==> config.mk <==
export PLATFORM = sky130hd
export DESIGN_NAME = reward_spawn_controller
export DESIGN_NICKNAME = d
export VERILOG_FILES = /design/src/rtl/reward_spawn_controller.sv
export SDC_FILE = /design/constraint.sdc
export NUM_CORES = 1
export LEC_CHECK = 0
export ABC_AREA = 1
export ABC_CLOCK_PERIOD_IN_PS = 1800
export CAP_MARGIN = 25
export CELL_PAD_IN_SITES_DETAIL_PLACEMENT = 0
export CELL_PAD_IN_SITES_GLOBAL_PLACEMENT = 1
export CORE_MARGIN = 4
export CORE_UTILIZATION = 36
export CTS_BUF_LIST = sky130_fd_sc_hd__clkbuf_4 sky130_fd_sc_hd__clkbuf_8 sky130_fd_sc_hd__clkbuf_16
export DETAILED_ROUTE_END_ITERATION = 12
export GPL_TIMING_DRIVEN = 0
export PLACE_DENSITY = 0.82
export SYNTH_ARGS = -nofsm -noshare
export SYNTH_HDL_FRONTEND = slang
export SYNTH_SLANG_ARGS = --single-unit
==> constraint.sdc <==
create_clock -name clk -period 1.8 [get_ports clk]
set_clock_uncertainty 0.2 [all_clocks]
set_input_delay 0.36 -clock clk [delete_from_list [all_inputs] [get_ports clk]]
set_output_delay 0.36 -clock clk [all_outputs]
set_load 0.01 [all_outputs]
==> src/rtl/reward_spawn_controller.sv <==
// Reward spawn controller: initiator of the set_require/set_finish handshake.
// Rejection-samples a reward type and tile from a 16-bit LFSR, holds it on the map
// until claimed or expired, then waits a cooldown before the next spawn search.
module reward_spawn_controller #(
  parameter logic [15:0] LFSR_SEED      = 16'hACE1,
  parameter int unsigned X_MAX          = 24,
  parameter int unsigned Y_MAX          = 18,
  parameter int unsigned LIFETIME_TICKS = 40,
  parameter int unsigned COOLDOWN_TICKS = 8
) (
  input  logic       clk,
  input  logic       rst,
  input  logic       tick_4hz,
  input  logic       enable,
  input  logic       set_finish,
  output logic       set_require,
  output logic [2:0] reward_type,
  output logic [4:0] random_xpos,
  output logic [4:0] random_ypos,
  output logic       dout,
  output logic [7:0] claim_cnt,
  output logic [7:0] expire_cnt
);

  localparam int unsigned LifeW = $clog2(LIFETIME_TICKS) + 1;
  localparam int unsigned CdW   = $clog2(COOLDOWN_TICKS) + 1;
  // Timers are wide enough to hold the full count, so these casts never truncate.
  localparam logic [LifeW-1:0] LifeLast = LifeW'(LIFETIME_TICKS - 1);
  localparam logic [CdW-1:0]   CdLast   = CdW'(COOLDOWN_TICKS - 1);
  localparam logic [4:0]       XMax     = 5'(X_MAX);
  localparam logic [4:0]       YMax     = 5'(Y_MAX);

  typedef enum logic [1:0] {StIdle, StSpawn, StActive, StCooldown} state_e;

  state_e           state_q, state_d;
  logic [15:0]      lfsr_q, lfsr_d;
  logic [LifeW-1:0] life_q, life_d;
  logic [CdW-1:0]   cd_q, cd_d;
  logic             req_q, req_d;
  logic [2:0]       type_q, type_d;
  logic [4:0]       x_q, x_d;
  logic [4:0]       y_q, y_d;
  logic [7:0]       claim_q, claim_d;
  logic [7:0]       expire_q, expire_d;

  logic [4:0] cand_x, cand_y;
  logic [2:0] cand_t;
  logic       cand_ok;

  // Candidate decode; a lingering set_finish blocks acceptance so one claim
  // level cannot consume two rewards.
  always_comb begin
    cand_x  = lfsr_q[4:0];
    cand_y  = lfsr_q[9:5];
    cand_t  = lfsr_q[12:10];
    cand_ok = (cand_x != 5'd0) && (cand_x <= XMax) &&
              (cand_y != 5'd0) && (cand_y <= YMax) &&
              (cand_t != 3'd0) && (cand_t <= 3'd4) && !set_finish;
  end

  // Next-state and output-register logic.
  always_comb begin
    state_d  = state_q;
    lfsr_d   = lfsr_q;
    life_d   = life_q;
    cd_d     = cd_q;
    req_d    = req_q;
    type_d   = type_q;
    x_d      = x_q;
    y_d      = y_q;
    claim_d  = claim_q;
    expire_d = expire_q;

    if (enable) begin
      lfsr_d = {lfsr_q[14:0], lfsr_q[15] ^ lfsr_q[13] ^ lfsr_q[12] ^ lfsr_q[10]};
    end

    if (!enable) begin
      state_d = StIdle;
      life_d  = '0;
      cd_d    = '0;
      req_d   = 1'b0;
      type_d  = 3'd0;
      x_d     = 5'd0;
      y_d     = 5'd0;
    end else begin
      unique case (state_q)
        StIdle: state_d = StSpawn;
        StSpawn: begin
          if (cand_ok) begin
            req_d   = 1'b1;
            type_d  = cand_t;
            x_d     = cand_x;
            y_d     = cand_y;
            life_d  = '0;
            state_d = StActive;
          end
        end
        StActive: begin
          if (set_finish || (tick_4hz && (life_q == LifeLast))) begin
            // Claim wins over a coincident expiry tick.
            if (set_finish) begin
              if (claim_q != 8'hFF) claim_d = claim_q + 8'd1;
            end else begin
              if (expire_q != 8'hFF) expire_d = expire_q + 8'd1;
            end
            req_d   = 1'b0;
            type_d  = 3'd0;
            x_d     = 5'd0;
            y_d     = 5'd0;
            cd_d    = '0;
            state_d = StCooldown;
          end else if (tick_4hz) begin
            life_d = life_q + 1'b1;
          end
        end
        StCooldown: begin
          if (tick_4hz) begin
            if (cd_q == CdLast) begin
              cd_d    = '0;
              state_d = StSpawn;
            end else begin
              cd_d = cd_q + 1'b1;
            end
          end
        end
        default: state_d = StIdle;
      endcase
    end
  end

  // State registers with synchronous reset.
  always_ff @(posedge clk) begin
    if (rst) begin
      state_q  <= StIdle;
      lfsr_q   <= LFSR_SEED;
      life_q   <= '0;
      cd_q     <= '0;
      req_q    <= 1'b0;
      type_q   <= 3'd0;
      x_q      <= 5'd0;
      y_q      <= 5'd0;
      claim_q  <= 8'd0;
      expire_q <= 8'd0;
    end else begin
      state_q  <= state_d;
      lfsr_q   <= lfsr_d;
      life_q   <= life_d;
      cd_q     <= cd_d;
      req_q    <= req_d;
      type_q   <= type_d;
      x_q      <= x_d;
      y_q      <= y_d;
      claim_q  <= claim_d;
      expire_q <= expire_d;
    end
  end

  assign set_require = req_q;
  assign reward_type = type_q;
  assign random_xpos = x_q;
  assign random_ypos = y_q;
  assign dout        = lfsr_q[0];
  assign claim_cnt   = claim_q;
  assign expire_cnt  = expire_q;

endmodule
==> qor.yml <==
die_h_um: 98.5
max_cap_violations: 0
syn_inst: 417
syn-num-nets: 430
syn_area_per_cell_um2: 7.06
design.core.area_mm2: 0.00785
start_util_pct: 37.5
power_frac_clock_pct: 43.6
placed_cells: 553
n_antenna_cell: 0
grt_pass1_vias: 2538
grt.total_usage_pct: 14.8
routed_wl_um: 7560
cts_buffers: 9
routedWlPerCell_um: 12.9
cts_root_buf: "clkbuf_8"
drt_iter0_drc: 100
synth_top_area_share_pct: 40.1
p_seq_share_pct: 40.8
r2r_start: "state_q[0]"
worst-path-buf-inv: 5
crit_arrival_ps: 1880
grt_overflow: 0
via_per_inst: 4.87
synth_area_leaders: "dfxtp_1, nand2_1, a21oi_1"
powerDensity_mw_per_mm2: 851
gp_congestion: 0.824
end_kind: "flop"
cts_tree: "built"
hold_viol: 0
ant_nets: 0
crit_top_cell: "buf_6"
dr_total_vias: 2842
holdPathStages: 3
drv_slew: 0
fp.dieArea_mm2: 0.00969
layout_setup_ws_ps: -15.7
finalSetupTns_ps: -29.2
syn_to_final_growth_pct: 36.8
switching_share_pct: 25.5
yosysSeqAreaShare_pct: 40.1
ios: 36
cp.required_ps: 1860
clk_latency_ps: 330
leakage_nw: 1.88
max_slew_margin_pct: 67.0
path_cells: "inv_2 > ha_4 > buf_6 > inv_8 > nor2_4 > a21oi_4 > buf_6 > clkbuf_16 > nand3_2 > a21oi_1"
slowest_delay_ps: 350
yosys.area.top_type: "dfxtp_1"
drc_errors: 0
dp_hpwl_um: 5070
layout_commonest_cell: "nand2_1"
worstSetupPathDepth: 10
start_kind: "flop"
worstPathMaxFanout: 6
rsz0062_at_grt: "true"
cts_buffer_depth: 2
worst_hold_slack_ps: 221
synth-seq-cells: 59
rows: 32
worst_pin_slew_ps: 495
period_needed_ps: 1820
yosysWarnings: 0
final_cell_count_no_fill: 584
reg2reg_depth: 10
period_share_pct: 101
cpMaxStageDelayCell: "dfxtp_4"
htree_levels: 3
hold_end: "lfsr_q[12]"
hold_path.class: "in2reg"
cts.sinks: 59
rr_endpoint: "random_xpos[4]"
r2r_slack_ps: -20
violations: "setup timing"
grt_max_degree: 15
p_comb_share_pct: 15.6
hp-start: "enable"
setup_viol: 2
drive_gt1_share_pct: 20.3
grt_pass1_wl_um: 11800
critical_path_class: "reg2reg"
cpLargestDelayFamily: "buffers and inverters"
switching_power_w: 0.000873
synth.distinct_cells: 32
layout_common_cells: "nand2_1, dfxtp_1, a21oi_1"
io_buffer_count: 34
dp_slack_ps: -497
max_freq_mhz: 551
antenna_found_initial: 0
die_w_um: 98.5
path_clk_slew_ps: 70
intPower_w: 0.00256
peakVddDrop_mv: 0.349
dr.pass1.iters: 5
nNetsFinal: 490
status: "complete, but fails checks"
synth_area_mm2: 0.00295
logic make-up (layout without fill, tap and decap cells):
family	Yosys count	count (layout)	share of synthesized area, %
fa+ha+maj	8	8	3.40
simple gates	196	196	29.9
compound gates	79	79	14.1
xor+xnor	13	13	3.87
flops	59	59	40.1
buf+inv	62	127	8.67
metrics by stage:
step	cell area (um2)	utilization (%)	power, W
after floorplan	2950	-	0.00170
after global placement	3420	43.5	0.00182
after detailed placement	3420	43.5	0.00182
after CTS	3740	47.7	0.00336
after global routing	4030	51.4	0.00359
final	4030	51.4	0.00343
tightest hold or removal path, delay by kind of cell:
family	cells	cell delay (ps)
AO/OA/AOI/OAI	2	210
buffers and inverters	1	150
worst max-delay path by stage:
stage               slack (ps)       start             end
floorplan                    2  state_q[0]  random_ypos[2]
global placement          -490         rst       lfsr_q[1]
detailed placement        -500         rst       lfsr_q[2]
CTS                        0.7  set_finish  reward_type[2]
global route               -80   life_q[0]  random_ypos[1]
finish                     -20  state_q[0]  random_xpos[4]
synth_stat cells:
library cell / instances
nand2_2: 3
nand4_1: 6
a21boi_0: 1
nor3_1: 6
nor4_1: 1
dfxtp_1: 59
nand3_2: 1
nand3_1: 44
inv_2: 4
inv_1: 41
nor2_1: 40
nor3_2: 1
nand3b_4: 1
clkinv_1: 1
o21ai_0: 20
buf_2: 6
xnor2_1: 6
o211ai_1: 1
xor2_1: 7
nor3b_1: 2
a21oi_1: 54
clkbuf_1: 7
or2_0: 1
or2_2: 1
buf_4: 2
a21oi_4: 1
ha_1: 8
a31oi_1: 1
nand2_1: 87
nor2_4: 2
a21o_1: 1
buf_6: 1
metal layers:
| layer | up-vias | wire [um] | track usage (%) |
|---|---|---|---|
| li1 | 1485 | - | - |
| met1 | 1319 | 3530 | 19.1 |
| met2 | 32 | 3740 | 24.5 |
| met3 | 6 | 203 | 2.97 |
| met4 | 0 | 82 | 5.67 |
| met5 | - | 0 | 0 |
state kept, by name (all words and copies together) (netlist names):
name and cells:
cd_q 4, claim_cnt 8, expire_cnt 8, lfsr_q 16, life_q 7, random_xpos 5
random_ypos 5, reward_type 3, set_require 1, state_q 2
final cells by class:
cell class              count  area [um2]
plain buffers              15         105
clock buffers              11         145
clock inverters             5         100
fillers                   791        3820
inverters                  46         184
multi-input cells         296        1670
flip-flops and latches     59        1200
well taps                 102         128
repair buffers             50         492
what timing repair did:
item / in CTS / in global routing
endpoints found under the setup margin: 67 / 50
hold buffers: 0 / 0
pin swaps: 2 / 19
setup buffers: 8 / 6
endpoints found under the hold margin: 0 / 0
resized for setup: 42 / 58
gates cloned: 0 / 2
power groups by stage:
stage	Combinational [W]	Sequential, W	Clock, W
detailed placement	0.000398	0.00143	0
global placement	0.000394	0.00143	0
floorplan	0.000275	0.00143	0
finish	0.000533	0.00140	0.00149
global route	0.000588	0.00141	0.00160
CTS	0.000433	0.00140	0.00153
(Power assumes the default switching activity.)
